**src/rtl/dodec_arbiter.sv**
```systemverilog
// 12-requester grant-and-hold arbiter using IBM bit ordering (i_req[11] = requester 1).
// Fixed (highest number wins) or rotating priority, with an optional hold timeout.
module dodec_arbiter #(
    parameter int ROUND_ROBIN = 1,
    parameter int MAX_HOLD    = 0,
    parameter int HOLD_W      = 8
) (
    input  logic        i_clk,
    input  logic        i_reset,
    input  logic [11:0] i_req,
    input  logic [11:0] i_mask,
    input  logic        i_done,
    output logic [11:0] o_gnt,
    output logic [3:0]  o_gnt_num,
    output logic        o_busy,
    output logic        o_timeout
);

    typedef enum logic {IDLE, OWNED} state_t;

    state_t              state_q;
    logic [11:0]         gnt_q;
    logic [3:0]          num_q;
    logic                timeout_q;
    logic [3:0]          ptr_q;
    logic [3:0]          ptr_d;
    logic [HOLD_W-1:0]   hold_q;

    logic [11:0]         elig;
    logic [3:0]          start;
    logic [4:0]          cand;
    logic [3:0]          idx;
    logic                win_found;
    logic [3:0]          win_num;
    logic [11:0]         win_gnt;
    logic                owner_req;
    logic                hold_expired;
    logic                rel;

    assign elig  = i_req & ~i_mask;
    assign start = (ROUND_ROBIN != 0) ? ptr_q : 4'd12;

    // Walk numbers start, start-1, ..., 1, 12, ... ; number n lives at bit 12-n.
    always_comb begin
        win_found = 1'b0;
        win_num   = 4'd0;
        win_gnt   = 12'h000;
        cand      = 5'd0;
        idx       = 4'd0;
        for (int i = 0; i < 12; i++) begin
            cand = {1'b0, start} + 5'd12 - 5'(i);
            if (cand > 5'd12) begin
                cand = cand - 5'd12;
            end
            idx = 4'(5'd12 - cand);
            if (!win_found && elig[idx]) begin
                win_found    = 1'b1;
                win_num      = cand[3:0];
                win_gnt[idx] = 1'b1;
            end
        end
    end

    assign ptr_d        = (win_num == 4'd1) ? 4'd12 : win_num - 4'd1;
    assign owner_req    = |(i_req & gnt_q);
    assign hold_expired = (MAX_HOLD != 0) && (hold_q == HOLD_W'(MAX_HOLD));
    assign rel          = i_done || !owner_req || hold_expired;

    always_ff @(posedge i_clk) begin
        if (i_reset) begin
            state_q   <= IDLE;
            gnt_q     <= 12'h000;
            num_q     <= 4'd0;
            timeout_q <= 1'b0;
            ptr_q     <= 4'd12;
            hold_q    <= '0;
        end else begin
            timeout_q <= 1'b0;
            case (state_q)
                IDLE: begin
                    if (win_found) begin
                        state_q <= OWNED;
                        gnt_q   <= win_gnt;
                        num_q   <= win_num;
                        hold_q  <= HOLD_W'(1);
                        if (ROUND_ROBIN != 0) begin
                            ptr_q <= ptr_d;
                        end
                    end
                end
                OWNED: begin
                    // Timeout is flagged only when it is the sole cause of release.
                    if (rel) begin
                        state_q   <= IDLE;
                        gnt_q     <= 12'h000;
                        num_q     <= 4'd0;
                        hold_q    <= '0;
                        timeout_q <= hold_expired && !i_done && owner_req;
                    end else begin
                        hold_q <= hold_q + HOLD_W'(1);
                    end
                end
                default: state_q <= IDLE;
            endcase
        end
    end

    assign o_gnt     = gnt_q;
    assign o_gnt_num = num_q;
    assign o_busy    = (state_q == OWNED);
    assign o_timeout = timeout_q;

endmodule

```
**config.mk**
```make
export PLATFORM = sky130hd
export DESIGN_NAME = dodec_arbiter
export DESIGN_NICKNAME = d
export VERILOG_FILES = /design/src/rtl/dodec_arbiter.sv
export SDC_FILE = /design/constraint.sdc
export NUM_CORES = 1
export LEC_CHECK = 0
export ABC_AREA = 1
export CELL_PAD_IN_SITES_DETAIL_PLACEMENT = 0
export CELL_PAD_IN_SITES_GLOBAL_PLACEMENT = 1
export CORE_MARGIN = 5
export CORE_UTILIZATION = 41
export DETAILED_ROUTE_END_ITERATION = 12
export GPL_TIMING_DRIVEN = 0
export PLACE_DENSITY_LB_ADDON = 0.05
export SLEW_MARGIN = 20
export SYNTH_ARGS = -nofsm -noshare
export SYNTH_HDL_FRONTEND = slang
export SYNTH_SLANG_ARGS = --single-unit
```
**constraint.sdc**
```tcl
create_clock -name i_clk -period 5.1 [get_ports i_clk]
set_input_delay 0.765 -clock i_clk [delete_from_list [all_inputs] [get_ports i_clk]]
set_output_delay 0.765 -clock i_clk [all_outputs]
set_load 0.02 [all_outputs]
```
======== Yosys cells after proc, flatten, opt, wreduce, memory -nomap -nowiden ========
Cells that the tools add are included.
word-level totals
  word-level logic and storage cells ...... 240
  register bits ........................... 21
  input bits .............................. 27
operators by class
  reductions and logical operators ........ 39
  eq/ne operators ......................... 3
  $lt $le $gt $ge ......................... 36
  bitwise operators ....................... 15
  add/subtract/negate cells ............... 37
  muxes and demuxes ....................... 106
operators with widths
  operator             count
  $mux 12              14
  $or 12x12->12        11
  $mux 4               27
  $gt 5x4->1 const B   12
  $lt 4x5->1 const B   12
  $bmux 1 s4           12
  $demux 1 s4          12
  $ge 4x1->1 const B   12
  $sub 4x4->4 const A  12
  $sub 4x4->4 const B  12
  $mux 1               38
  $and 12x12->12       2
  $pmux 12 s2          1
  $logic_and 1x1->1    23
  $sub 5x3->5 const B  4
  $sub 5x4->5 const B  4
  $logic_not 1->1      12
  $not 12->12          1
  $reduce_or 12->1     1
  $sub 5x2->5 const B  2
  $pmux 4 s2           1
  $add 4x4->5 const B  1
  $sub 5x1->5 const B  1
  $eq 4x1->1 const B   1
  other kinds (7)      8

======== Logic depth before layout (Yosys ltp) ========
Gate-level depths: netlist of run 1.
  depth after elaboration ................. 42
  depth in mapped cells ................... 34
  mapped depth without buffers ............ 33

======== Least setup slack after synthesis of run 1 ========
OpenSTA, ideal clock, no wires.
  path type ............................... flip-flop to flip-flop
  start point ............................. register ptr_q[0]
  end point ............................... register ptr_q[2]
  required time ........................... 5.041 ns
  slack ................................... 1.032 ns
  data arrival time ....................... 4.009 ns
  buffers on the path ..................... 1
  clock period less this slack ............ 4.068 ns
  stages on the path, launching flop included .. 32
  cell sequence ........................... dfxtp_1 > inv_2 > buf_2 > ha_1 > inv_2 > nand2_1 > nand2_4 > inv_2 > ha_1 > nand2_1 > inv_1 > nor2_1 > nand2_2 > nand3_2 > nand3_1 > nand3_1 > nand2_1 > nand2_1 > nand3_4 > nor2_8 > nand4_4 > nor2_8 > nand4_4 > nor2_4 > nand2_2 > nor2_1 > nor2_1 > ha_1 > or2_0 > nand3_1 > nand2_1 > nand2_1
between the ends
  longest elaborated chain between the ends .. 42
  elaborated cells on any way between the ends .. 134
  classes of those cells .................. add/sub: 37; order compare: 12; eq/ne: 1; mux: 61; reduce/logical: 23
RTL lines
  item                                                  line  source
  from (decl)                                           25    logic [3:0] ptr_q;
  from (signal assigned)                                87    ptr_q <= ptr_d;
  $add 4x4->5 (*)                                       51    cand = {1'b0, start} + 5'd12 - 5'(i);
  branches (longest 41 deep; another with $sub 5x1->5)  n/a
Every way passes the cells marked *. The select of a mux whose other input is x is not followed.
A chain may end at the register's enable or synchronous reset.

======== Worst setup path after layout of run 1 ========
  start point ............................. register ptr_q[2]
  end point ............................... register ptr_q[2]
Same word-level chain as after synthesis.

==> key figures, run 1 <==
Outcome
  – Run status: finished clean

Synth
  – Number of cells produced by synthesis: about 950
  – Count of flip-flops with a built-in enable after synthesis: 0
  – Avg Inst Size Synth: roughly 5.5 um^2
  – Total number of yosys warnings: 0
  – Cell types occupying the most area after synthesis: sky130_fd_sc_hd__nand2_1, sky130_fd_sc_hd__nand3_1, sky130_fd_sc_hd__dfxtp_1
  – Most repeated cell in the gate-level netlist after synthesis: sky130_fd_sc_hd__nand2_1
  – Share of synthesized flip-flops with an asynchronous set or reset: 0%
  – Library cell occupying the most area in the post-synthesis netlist: sky130_fd_sc_hd__nand2_1
  – Most frequent cells after synthesis: sky130_fd_sc_hd__nand2_1, sky130_fd_sc_hd__nand3_1, sky130_fd_sc_hd__nor2_1, sky130_fd_sc_hd__inv_1, sky130_fd_sc_hd__a21oi_1
  – Flop and latch count out of synthesis: 21
  – Number of nets in the synthesized netlist: roughly 1000
  – Count of unique library cells instantiated by Yosys: 58
  – Seq/Total Area, Yosys: under 10%
  – Share of the synthesized area in the top cell type: roughly 17%
  – Commonest register cell after synthesis: sky130_fd_sc_hd__dfxtp_1
  – Cell area after synthesis: 5230 um^2

Final layout
  – Post-route non-filler standard cell count: 1172
  – Post-layout net count: about 1100
  – Share of cells above drive strength 1: between 10% and 20%
  – Antenna cells: 0
  – Filler cells: between 1000 and 1500
  – Area growth syn-to-layout: 14.5%

Global routing
  – Largest net degree at the start of global routing: 13
  – First-pass GRT wire length: between 30 and 40 mm
  – Global-route usage over all layers: between 20% and 30%
  – Via count of the first global-routing pass: 5725
  – Grt ovf: 0
  – Antenna violations before repair: 0

STA
  – Tightest Pin Transition: 0.711 ns
  – Final sum of negative setup slack: 0 ns
  – Max-slew violations: 0
  – Final min period: approximately 4.7 ns
  – Share of the clock period used by the worst path after layout: 93.0%
  – Hold Vio Cnt, Final: 0
  – Setup repair after global routing missed its margin: no
  – Clk_skew: around 0.0028 ns
  – Final count of negative-setup-slack endpoints: 0
  – Worst slew margin: between 50% and 60%
  – Maximum achievable frequency: ~0.21 GHz

Clocking
  – CTS tree: done
  – Count of hold-fix buffers inserted at cts: 0
  – Clock H-tree levels: 1
  – Source-to-sink clock delay at the later pin of the worst-skew pair: between 0.2 and 0.3 ns
  – Maximum clock insertion buffer count: 2
  – Clock buffers created by TritonCTS: 3
  – Clk slew on worst S/H paths: around 0.060 ns
  – Total clock sinks: 21
  – Clock root buffer: sky130_fd_sc_hd__clkbuf_16

Floorplanning
  – Initial Util: 41.6%
  – Rows: 41
  – Core Region: ~13000 um^2
  – Floorplan die area: 15100 um^2
  – Vertical die dimension: about 120 um
  – Number of top-level pins: 45
  – Die extent in x: ~120 um

Routing
  – Number of remaining DRC errors: 0
  – Total wirelength of the detailed-routed design: approximately 19 mm
  – Routed vias: approximately 6300
  – Routed len/inst: ~17 um
  – DR iter-0 viols: roughly 620
  – Routed via count divided by cell count: 5.35
  – Total iterations of the first detailed-routing run: 5
  – Number of nets still failing antenna checks after routing: 0

Worst setup path
  – Crit start category: flip-flop
  – Arrival @ worst endpoint: 4.95 ns
  – Required time worst endpoint: roughly 5.3 ns
  – Cell with the most instances on the worst path: sky130_fd_sc_hd__nand2_1
  – Largest fanout of any net on the critical path: 11
  – Critical path start-end classification: reg2reg
  – Library cell contributing the largest single delay on the critical path: sky130_fd_sc_hd__dfxtp_1
  – CP max stage delay: approximately 0.46 ns
  – CP Capture Type: flip-flop

Place
  – Number of cells after detailed placement: approximately 1200
  – Number of input and output port buffers inserted: 43
  – Final RePlAce weighted congestion: 0.938
  – Final HPWL from detailed placement: ~16 mm

Min path
  – Path type of the worst min-delay path: reg2reg

Run
  – Maximum Capacitance Violations: 0
[flip-flops by register name, indices dropped and copies added, names as in the netlist]
signal and cells:
o_gnt 12, o_gnt_num 4, ptr_q 4, o_busy 1
[cell type report]
type,count,area (um^2),share of cell area [%]
clock inverter,1,5.00,0.0836
timing repair buffer,44,438,7.32
sequential,21,424,7.09
multi-input combinational,776,4170,69.7
inverter,121,464,7.76
buffer,34,194,3.24
clock buffer,3,75.1,1.25
tap,172,215,3.60
[critical path, delay by kind of cell, from the launching register on]
kind	cells	cell delay (ns)
AOI/OAI and AO/OA	1	0.15
xor gates and xnor gates	1	0.31
adders and majority gates	3	0.70
buffers and inverters	5	0.75
DFF	1	0.46
and+or+nand+nor	19	2.27
[cells by family after synthesis]
logic type	Yosys count	share of synthesized area, %
xor+xnor	30	6.25
compound gates	111	12.9
simple gates	608	54.0
other cells	1	0.0718
buf+inv	155	12.5
fa+ha+maj	26	6.22
flops	21	8.04
[timing repair]
| item | 4_1_cts | 5_1_grt |
|---|---|---|
| pin swaps | 0 | 1 |
| endpoints found under the setup margin | 3 | 4 |
| endpoints found under the hold margin | 0 | 0 |
| resized for setup | 1 | 6 |
| buffers inserted | 0 | 1 |
[worst paths after layout]
path | slack (ns) | depth (start not counted) | from | endpoint
worst max-delay path | 0.36 | 29 | ptr_q[2] | ptr_q[2]
worst min-delay path | 0.46 | 2 | o_gnt_num[2] | o_gnt_num[2]
worst max register to register | 0.36 | 29 | ptr_q[2] | ptr_q[2]
worst min register to register | 0.46 | 2 | o_gnt_num[2] | o_gnt_num[2]
[layout by cell type (no fill, tap or decap), types with 3 or more instances in the layout]
master,count
sky130_fd_sc_hd__clkinv_1,4
sky130_fd_sc_hd__a31oi_1,4
sky130_fd_sc_hd__a22o_1,3
sky130_fd_sc_hd__inv_2,26
sky130_fd_sc_hd__nand3_1,174
sky130_fd_sc_hd__nor2_1,97
sky130_fd_sc_hd__xor2_2,6
sky130_fd_sc_hd__ha_1,26
sky130_fd_sc_hd__o21a_1,3
sky130_fd_sc_hd__o21ai_2,4
sky130_fd_sc_hd__nand4_1,19
sky130_fd_sc_hd__nand2_4,3
sky130_fd_sc_hd__nand2_1,239
sky130_fd_sc_hd__buf_4,7
sky130_fd_sc_hd__a221oi_1,3
sky130_fd_sc_hd__buf_6,4
sky130_fd_sc_hd__inv_1,88
sky130_fd_sc_hd__a22oi_1,4
sky130_fd_sc_hd__o21ai_1,16
sky130_fd_sc_hd__xor2_1,20
sky130_fd_sc_hd__nor3_1,23
sky130_fd_sc_hd__nand2_2,28
sky130_fd_sc_hd__a21oi_1,36
sky130_fd_sc_hd__clkdlybuf4s50_1,43
sky130_fd_sc_hd__or2_1,4
sky130_fd_sc_hd__o21ai_0,26
sky130_fd_sc_hd__clkbuf_1,13
sky130_fd_sc_hd__dfxtp_1,20
sky130_fd_sc_hd__buf_2,8
sky130_fd_sc_hd__nor2_2,5
sky130_fd_sc_hd__clkbuf_16,3
[routing by layer]
metal | GRT usage, % | vias up | part of all wire [%]
met1 | 35.7 | 2772 | 47
met2 | 43.3 | 242 | 46
met5 | 0 | - | 0
met4 | 6.79 | 0 | 2.1
met3 | 1.24 | 33 | 5.4
li1 | - | 3228 | -
[per-stage QoR]
stage | area [um^2] | util [%] | setup WS, ns | hold slack [ns]
2_1_floorplan | 5230 | - | 1.03 | 0.494
3_3_place_gp | 5870 | 46.7 | -0.0247 | 0.459
3_5_place_dp | 5870 | 46.7 | -0.0627 | 0.460
4_1_cts | 5950 | 47.4 | 0.164 | 0.472
5_1_grt | 5990 | 47.6 | 0.00239 | 0.496
6_report | 5990 | 47.6 | 0.356 | 0.464
Power of run 1 is left out: the tool's default activity adds up to more than one toggle a clock period on the data nets, which glitch-free logic cannot reach.
==> run 2, diff against run 1 <==
--- a/config.mk
+++ b/config.mk
@@ -8,11 +8,13 @@
 export ABC_AREA = 1
 export CELL_PAD_IN_SITES_DETAIL_PLACEMENT = 0
 export CELL_PAD_IN_SITES_GLOBAL_PLACEMENT = 1
+export CORE_ASPECT_RATIO = 0.9
 export CORE_MARGIN = 5
-export CORE_UTILIZATION = 41
+export CORE_UTILIZATION = 44
 export DETAILED_ROUTE_END_ITERATION = 12
 export GPL_TIMING_DRIVEN = 0
 export PLACE_DENSITY_LB_ADDON = 0.05
+export SKIP_CTS_REPAIR_TIMING = 1
 export SLEW_MARGIN = 20
 export SYNTH_ARGS = -nofsm -noshare
 export SYNTH_HDL_FRONTEND = slang
==> constraint.sdc (replaced) <==
create_clock -name i_clk -period 5.8 [get_ports i_clk]
set_input_delay 0.87 -clock i_clk [delete_from_list [all_inputs] [get_ports i_clk]]
set_output_delay 0.87 -clock i_clk [all_outputs]
set_load 0.02 [all_outputs]
==> key figures, run 2 (synthesized netlist as in run 1, its figures left out) <==
Worst setup path
  – Crit start category: flip-flop (unchanged)
  – Library cell contributing the largest single delay on the critical path: sky130_fd_sc_hd__dfxtp_1 (unchanged)
  – Cell with the most instances on the worst path: sky130_fd_sc_hd__nand2_1 (unchanged)
  – Largest fanout of any net on the critical path: 12 (was 11)
  – Depth of the worst register-to-register path: 28 (was 29)
  – Arrival @ worst endpoint: 5.35 ns (was 4.95 ns)
  – Critical path start-end classification: reg2reg (unchanged)
  – CP Capture Type: flip-flop (unchanged)
  – CP max stage delay: 0.67 ns (was 0.46 ns)
  – Required time worst endpoint: 6.01 ns (was 5.31 ns)

Final layout
  – Cell area after layout: 5930 um^2 (was 5990 um^2)
  – Share of cells above drive strength 1: 11.4% (was 11.9%)
  – Most used cells in the layout excluding fill and tap cells: sky130_fd_sc_hd__nand2_1, sky130_fd_sc_hd__nand3_1, sky130_fd_sc_hd__nor2_1, sky130_fd_sc_hd__inv_1, sky130_fd_sc_hd__clkdlybuf4s50_1 (unchanged)
  – Most common cell after layout, fill and taps aside: sky130_fd_sc_hd__nand2_1 (unchanged)
  – Largest register FFs: 12 (unchanged)
  – Area growth syn-to-layout: 13.5% (was 14.5%)
  – Antenna cells: 0 (unchanged)
  – Post-layout net count: 1053 (was 1054)

STA
  – Max-slew violations: 0 (unchanged)
  – Final count of negative-setup-slack endpoints: 0 (unchanged)
  – Maximum achievable frequency: 0.195 GHz (was 0.211 GHz)
  – Final min period: 5.14 ns (was 4.74 ns)
  – Final sum of negative setup slack: 0 ns (unchanged)
  – Clk_skew: 0.00476 ns (was 0.00285 ns)
  – Hold Vio Cnt, Final: 0 (unchanged)
  – Share of the clock period used by the worst path after layout: 88.6% (was 93.0%)
  – Hold slack: 0.471 ns (was 0.464 ns)
  – Setup repair after global routing missed its margin: no (unchanged)
  – Worst slew margin: 54.7% (was 52.6%)
  – Tightest Pin Transition: 0.679 ns (was 0.711 ns)

Clocking
  – Clock root buffer: sky130_fd_sc_hd__clkbuf_16 (unchanged)
  – Maximum clock insertion buffer count: 2 (unchanged)
  – Source-to-sink clock delay at the later pin of the worst-skew pair: 0.26 ns (about the same)
  – Clk slew on worst S/H paths: 0.06 ns (about the same)
  – CTS tree: done (unchanged)
  – Clock H-tree levels: 1 (unchanged)
  – Clock buffers created by TritonCTS: 3 (unchanged)
  – Total clock sinks: 21 (unchanged)

Global routing
  – First-pass GRT wire length: 30.5 mm (was 30.3 mm)
  – Met1 global-route usage: 36.8% (was 35.7%)
  – Met3 GRT Util: 2.48% (was 1.24%)
  – Grt ovf: 0 (unchanged)
  – Most Used Layer, Global Route: met2 (unchanged)
  – Global-route usage over all layers: 26.4% (was 25.7%)
  – Via count of the first global-routing pass: 5738 (was 5725)
  – Antenna violations before repair: 0 (unchanged)
  – Met2 GRT Util: 43.8% (was 43.3%)
  – Largest net degree at the start of global routing: 13 (unchanged)

Routing
  – Routed vias: 6316 (was 6275)
  – Routed via count divided by cell count: 5.47 (was 5.35)
  – DR iter-0 viols: 815 (was 616)
  – Number of nets still failing antenna checks after routing: 0 (unchanged)
  – Number of remaining DRC errors: 0 (unchanged)
  – Total wirelength of the detailed-routed design: 19.1 mm (was 19.5 mm)
  – Total iterations of the first detailed-routing run: 6 (was 5)
  – Routed len/inst: 16.6 um (about the same)

Floorplanning
  – Vertical die dimension: 113 um (was 123 um)
  – Initial Util: 45.3% (was 41.6%)
  – Rows: 37 (was 41)
  – Core Region: 11500 um^2 (was 12600 um^2)
  – Number of top-level pins: 45 (unchanged)
  – Die extent in x: 125 um (was 123 um)
  – Floorplan die area: 14200 um^2 (was 15100 um^2)

Run
  – Maximum Capacitance Violations: 0 (unchanged)

Outcome
  – Run status: finished clean (unchanged)

Place
  – Area post-placement: 5850 um^2 (was 5870 um^2)
  – Final HPWL from detailed placement: 15.7 mm (was 16.0 mm)
  – Final RePlAce weighted congestion: 0.952 (was 0.938)
  – Number of input and output port buffers inserted: 43 (unchanged)

Min path
  – Worst hold stages: 2 (unchanged)
  – Path type of the worst min-delay path: reg2reg (unchanged)
==> run 2: through the flow <==
stage          util (%)  cells  setup slack (ns)
2_1_floorplan         -    952              1.73
3_3_place_gp       50.8   1151             0.779
3_5_place_dp       50.8   1151             0.756
4_1_cts            51.5   1155             0.734
5_1_grt            51.5   1155             0.204
6_report           51.5   1155             0.659
==> run 2: final cells by class <==
cell class              instances  area, um^2
multi-input cells             776        4150
plain buffers                  34         191
clock inverters                 1        5.00
well taps                     156         195
fillers                      1263        5600
inverters                     121         462
flip-flops and latches         21         420
clock buffers                   3        75.1
repair buffers                 43         430
==> run 2: final timing paths <==
path,from,end,slack (ns)
max,ptr_q[0],ptr_q[2],0.66
min,o_gnt_num[2],o_gnt_num[2],0.47
max reg2reg,ptr_q[0],ptr_q[2],0.66
min reg2reg,o_gnt_num[2],o_gnt_num[2],0.47
==> run 2: metal layers <==
| layer | share of wire (%) | routed length, um | vias to the layer above |
|---|---|---|---|
| met5 | 0 | 0 | - |
| met3 | 7.1 | 1360 | 37 |
| met4 | 2.5 | 478 | 0 |
| li1 | - | - | 3209 |
| met2 | 43 | 8280 | 261 |
| met1 | 47 | 9020 | 2809 |
==> run 2: critical path: cells and delay by family (launching register included) <==
kind | cells | cell delay, ns
flops | 1 | 0.67
compound gates | 1 | 0.17
fa+ha+maj | 3 | 0.69
xor+xnor | 2 | 0.73
simple gates | 15 | 1.62
buf+inv | 7 | 1.17
Power of run 2 is left out for the same reason.
==> run 3, diff against run 2 <==
--- a/config.mk
+++ b/config.mk
@@ -10,7 +10,7 @@
 export CELL_PAD_IN_SITES_GLOBAL_PLACEMENT = 1
 export CORE_ASPECT_RATIO = 0.9
 export CORE_MARGIN = 5
-export CORE_UTILIZATION = 44
+export CORE_UTILIZATION = 25
 export DETAILED_ROUTE_END_ITERATION = 12
 export GPL_TIMING_DRIVEN = 0
 export PLACE_DENSITY_LB_ADDON = 0.05
@@ -19,3 +19,4 @@
 export SYNTH_ARGS = -nofsm -noshare
 export SYNTH_HDL_FRONTEND = slang
 export SYNTH_SLANG_ARGS = --single-unit
+export TNS_END_PERCENT = 100
==> constraint.sdc (replaced) <==
create_clock -name i_clk -period 5.8 [get_ports i_clk]
set_input_delay 0.87 -clock i_clk [delete_from_list [all_inputs] [get_ports i_clk]]
set_output_delay 0.87 -clock i_clk [all_outputs]
set_load 0.05 [all_outputs]
==> key figures, run 3 (synthesized netlist as in run 1, its figures left out) <==
Clocking
  – CTS tree: done (unchanged)
  – Clock root buffer: sky130_fd_sc_hd__clkbuf_16 (unchanged)
  – Clock H-tree levels: 1 (unchanged)
  – Maximum clock insertion buffer count: 2 (unchanged)
  – Source-to-sink clock delay at the later pin of the worst-skew pair: 0.26 ns (about the same)
  – Total clock sinks: 21 (unchanged)
  – Clock buffers created by TritonCTS: 3 (unchanged)
  – Clk slew on worst S/H paths: 0.06 ns (about the same)

Worst setup path
  – Crit start category: flip-flop (unchanged)
  – Largest fanout of any net on the critical path: 12 (unchanged)
  – CP max stage delay: 0.70 ns (was 0.67 ns)
  – Critical path start-end classification: reg2reg (unchanged)
  – Worst path buffer plus inverter count: 6 (was 7)
  – CP Capture Type: flip-flop (unchanged)
  – Cell with the most instances on the worst path: sky130_fd_sc_hd__nand2_1 (unchanged)
  – Required time worst endpoint: 5.92 ns (was 6.01 ns)
  – Crit path max-delay family: simple AND/OR/NAND/NOR gates (unchanged)
  – Library cell contributing the largest single delay on the critical path: sky130_fd_sc_hd__dfxtp_1 (unchanged)
  – Arrival @ worst endpoint: 5.49 ns (was 5.35 ns)

Final layout
  – Largest register FFs: 12 (unchanged)
  – Filler cells: 2456 (was 1263)
  – Post-layout net count: 1053 (unchanged)
  – Most common cell after layout, fill and taps aside: sky130_fd_sc_hd__nand2_1 (unchanged)
  – Area growth syn-to-layout: 16.6% (was 13.5%)
  – Cell area after layout: 6090 um^2 (was 5930 um^2)
  – Share of cells above drive strength 1: 11.4% (unchanged)
  – Post-route non-filler standard cell count: 1285 (was 1155)
  – Most used cells in the layout excluding fill and tap cells: sky130_fd_sc_hd__nand2_1, sky130_fd_sc_hd__nand3_1, sky130_fd_sc_hd__nor2_1, sky130_fd_sc_hd__inv_1, sky130_fd_sc_hd__clkdlybuf4s50_1 (unchanged)
  – Antenna cells: 0 (unchanged)

Run
  – Maximum Capacitance Violations: 0 (unchanged)

Min path
  – Path type of the worst min-delay path: reg2reg (unchanged)

Routing
  – Total iterations of the first detailed-routing run: 5 (was 6)
  – Routed len/inst: 17.9 um (was 16.6 um)
  – DR iter-0 viols: 492 (was 815)
  – Routed via count divided by cell count: 4.81 (was 5.47)
  – Total wirelength of the detailed-routed design: 23.0 mm (was 19.1 mm)
  – Number of nets still failing antenna checks after routing: 0 (unchanged)
  – Routed vias: 6179 (was 6316)
  – Number of remaining DRC errors: 0 (unchanged)

Floorplanning
  – Rows: 50 (was 37)
  – Core Region: 20700 um^2 (was 11500 um^2)
  – Vertical die dimension: 147 um (was 113 um)
  – Die extent in x: 162 um (was 125 um)
  – Initial Util: 25.2% (was 45.3%)
  – Number of top-level pins: 45 (unchanged)
  – Floorplan die area: 23900 um^2 (was 14200 um^2)

STA
  – Tightest Pin Transition: 0.702 ns (was 0.679 ns)
  – Final count of negative-setup-slack endpoints: 0 (unchanged)
  – Hold slack: 0.472 ns (was 0.471 ns)
  – Setup repair after global routing missed its margin: no (unchanged)
  – Maximum achievable frequency: 0.186 GHz (was 0.195 GHz)
  – Max-slew violations: 0 (unchanged)
  – Clk_skew: 0.00571 ns (was 0.00476 ns)
  – Worst slew margin: 52.7% (was 54.7%)
  – Hold Vio Cnt, Final: 0 (unchanged)
  – Final sum of negative setup slack: 0 ns (unchanged)
  – Final min period: 5.37 ns (was 5.14 ns)
  – Share of the clock period used by the worst path after layout: 92.5% (was 88.6%)

Global routing
  – Grt ovf: 0 (unchanged)
  – Largest net degree at the start of global routing: 13 (unchanged)
  – Global-route usage over all layers: 19.1% (was 26.4%)
  – Antenna violations before repair: 0 (unchanged)
  – First-pass GRT wire length: 35.8 mm (was 30.5 mm)
  – Via count of the first global-routing pass: 6041 (was 5738)

Outcome
  – Run status: finished clean (unchanged)

Place
  – Number of cells after detailed placement: 1281 (was 1151)
  – Final RePlAce weighted congestion: 0.830 (was 0.952)
  – Number of input and output port buffers inserted: 43 (unchanged)
  – Area post-placement: 6010 um^2 (was 5850 um^2)
  – Final HPWL from detailed placement: 19.3 mm (was 15.7 mm)
run 3: cell counts in the layout (fill, tap and decap cells not counted):
Identical to the previous run, type by type.
run 3: layer usage:
layer	vias up	part of all wire (%)	global-route usage (%)
li1	3209	-	-
met1	2806	49	27.8
met2	153	45	31.3
met3	11	4.6	1.51
met4	0	0.72	2.79
met5	-	0	0
run 3: worst paths after layout:
kind | start | to | slack (ns) | cells past startpoint
worst max-delay path | ptr_q[0] | ptr_q[0] | 0.43 | 28
worst min-delay path | o_gnt_num[2] | o_gnt_num[2] | 0.47 | 2
worst max register to register | ptr_q[0] | ptr_q[0] | 0.43 | 28
worst min register to register | o_gnt_num[2] | o_gnt_num[2] | 0.47 | 2
run 3: layout make-up:
cell class | count | area [um^2] | area share, %
Multi-Input combinational cell | 776 | 4150 | 68.1
Sequential cell | 21 | 420 | 6.90
Timing Repair Buffer | 43 | 430 | 7.06
Clock inverter | 1 | 5.00 | 0.0821
Tap cell | 286 | 358 | 5.87
Buffer | 34 | 191 | 3.14
Inverter | 121 | 462 | 7.58
Clock buffer | 3 | 75.1 | 1.23
run 3: through the flow:
stage	util (%)	setup slack [ns]
6_report	29.4	0.434
2_1_floorplan	-	1.73
3_5_place_dp	29.0	0.446
3_3_place_gp	29.0	0.380
5_1_grt	29.4	0.0104
4_1_cts	29.4	0.432
run 3: tightest hold or removal path, cell delays in order, from the launching register on:
cell	delay (ns)
sky130_fd_sc_hd__dfxtp_1	0.31
sky130_fd_sc_hd__nand2_1	0.06
sky130_fd_sc_hd__a21oi_1	0.05
Power of run 3 is left out for the same reason.
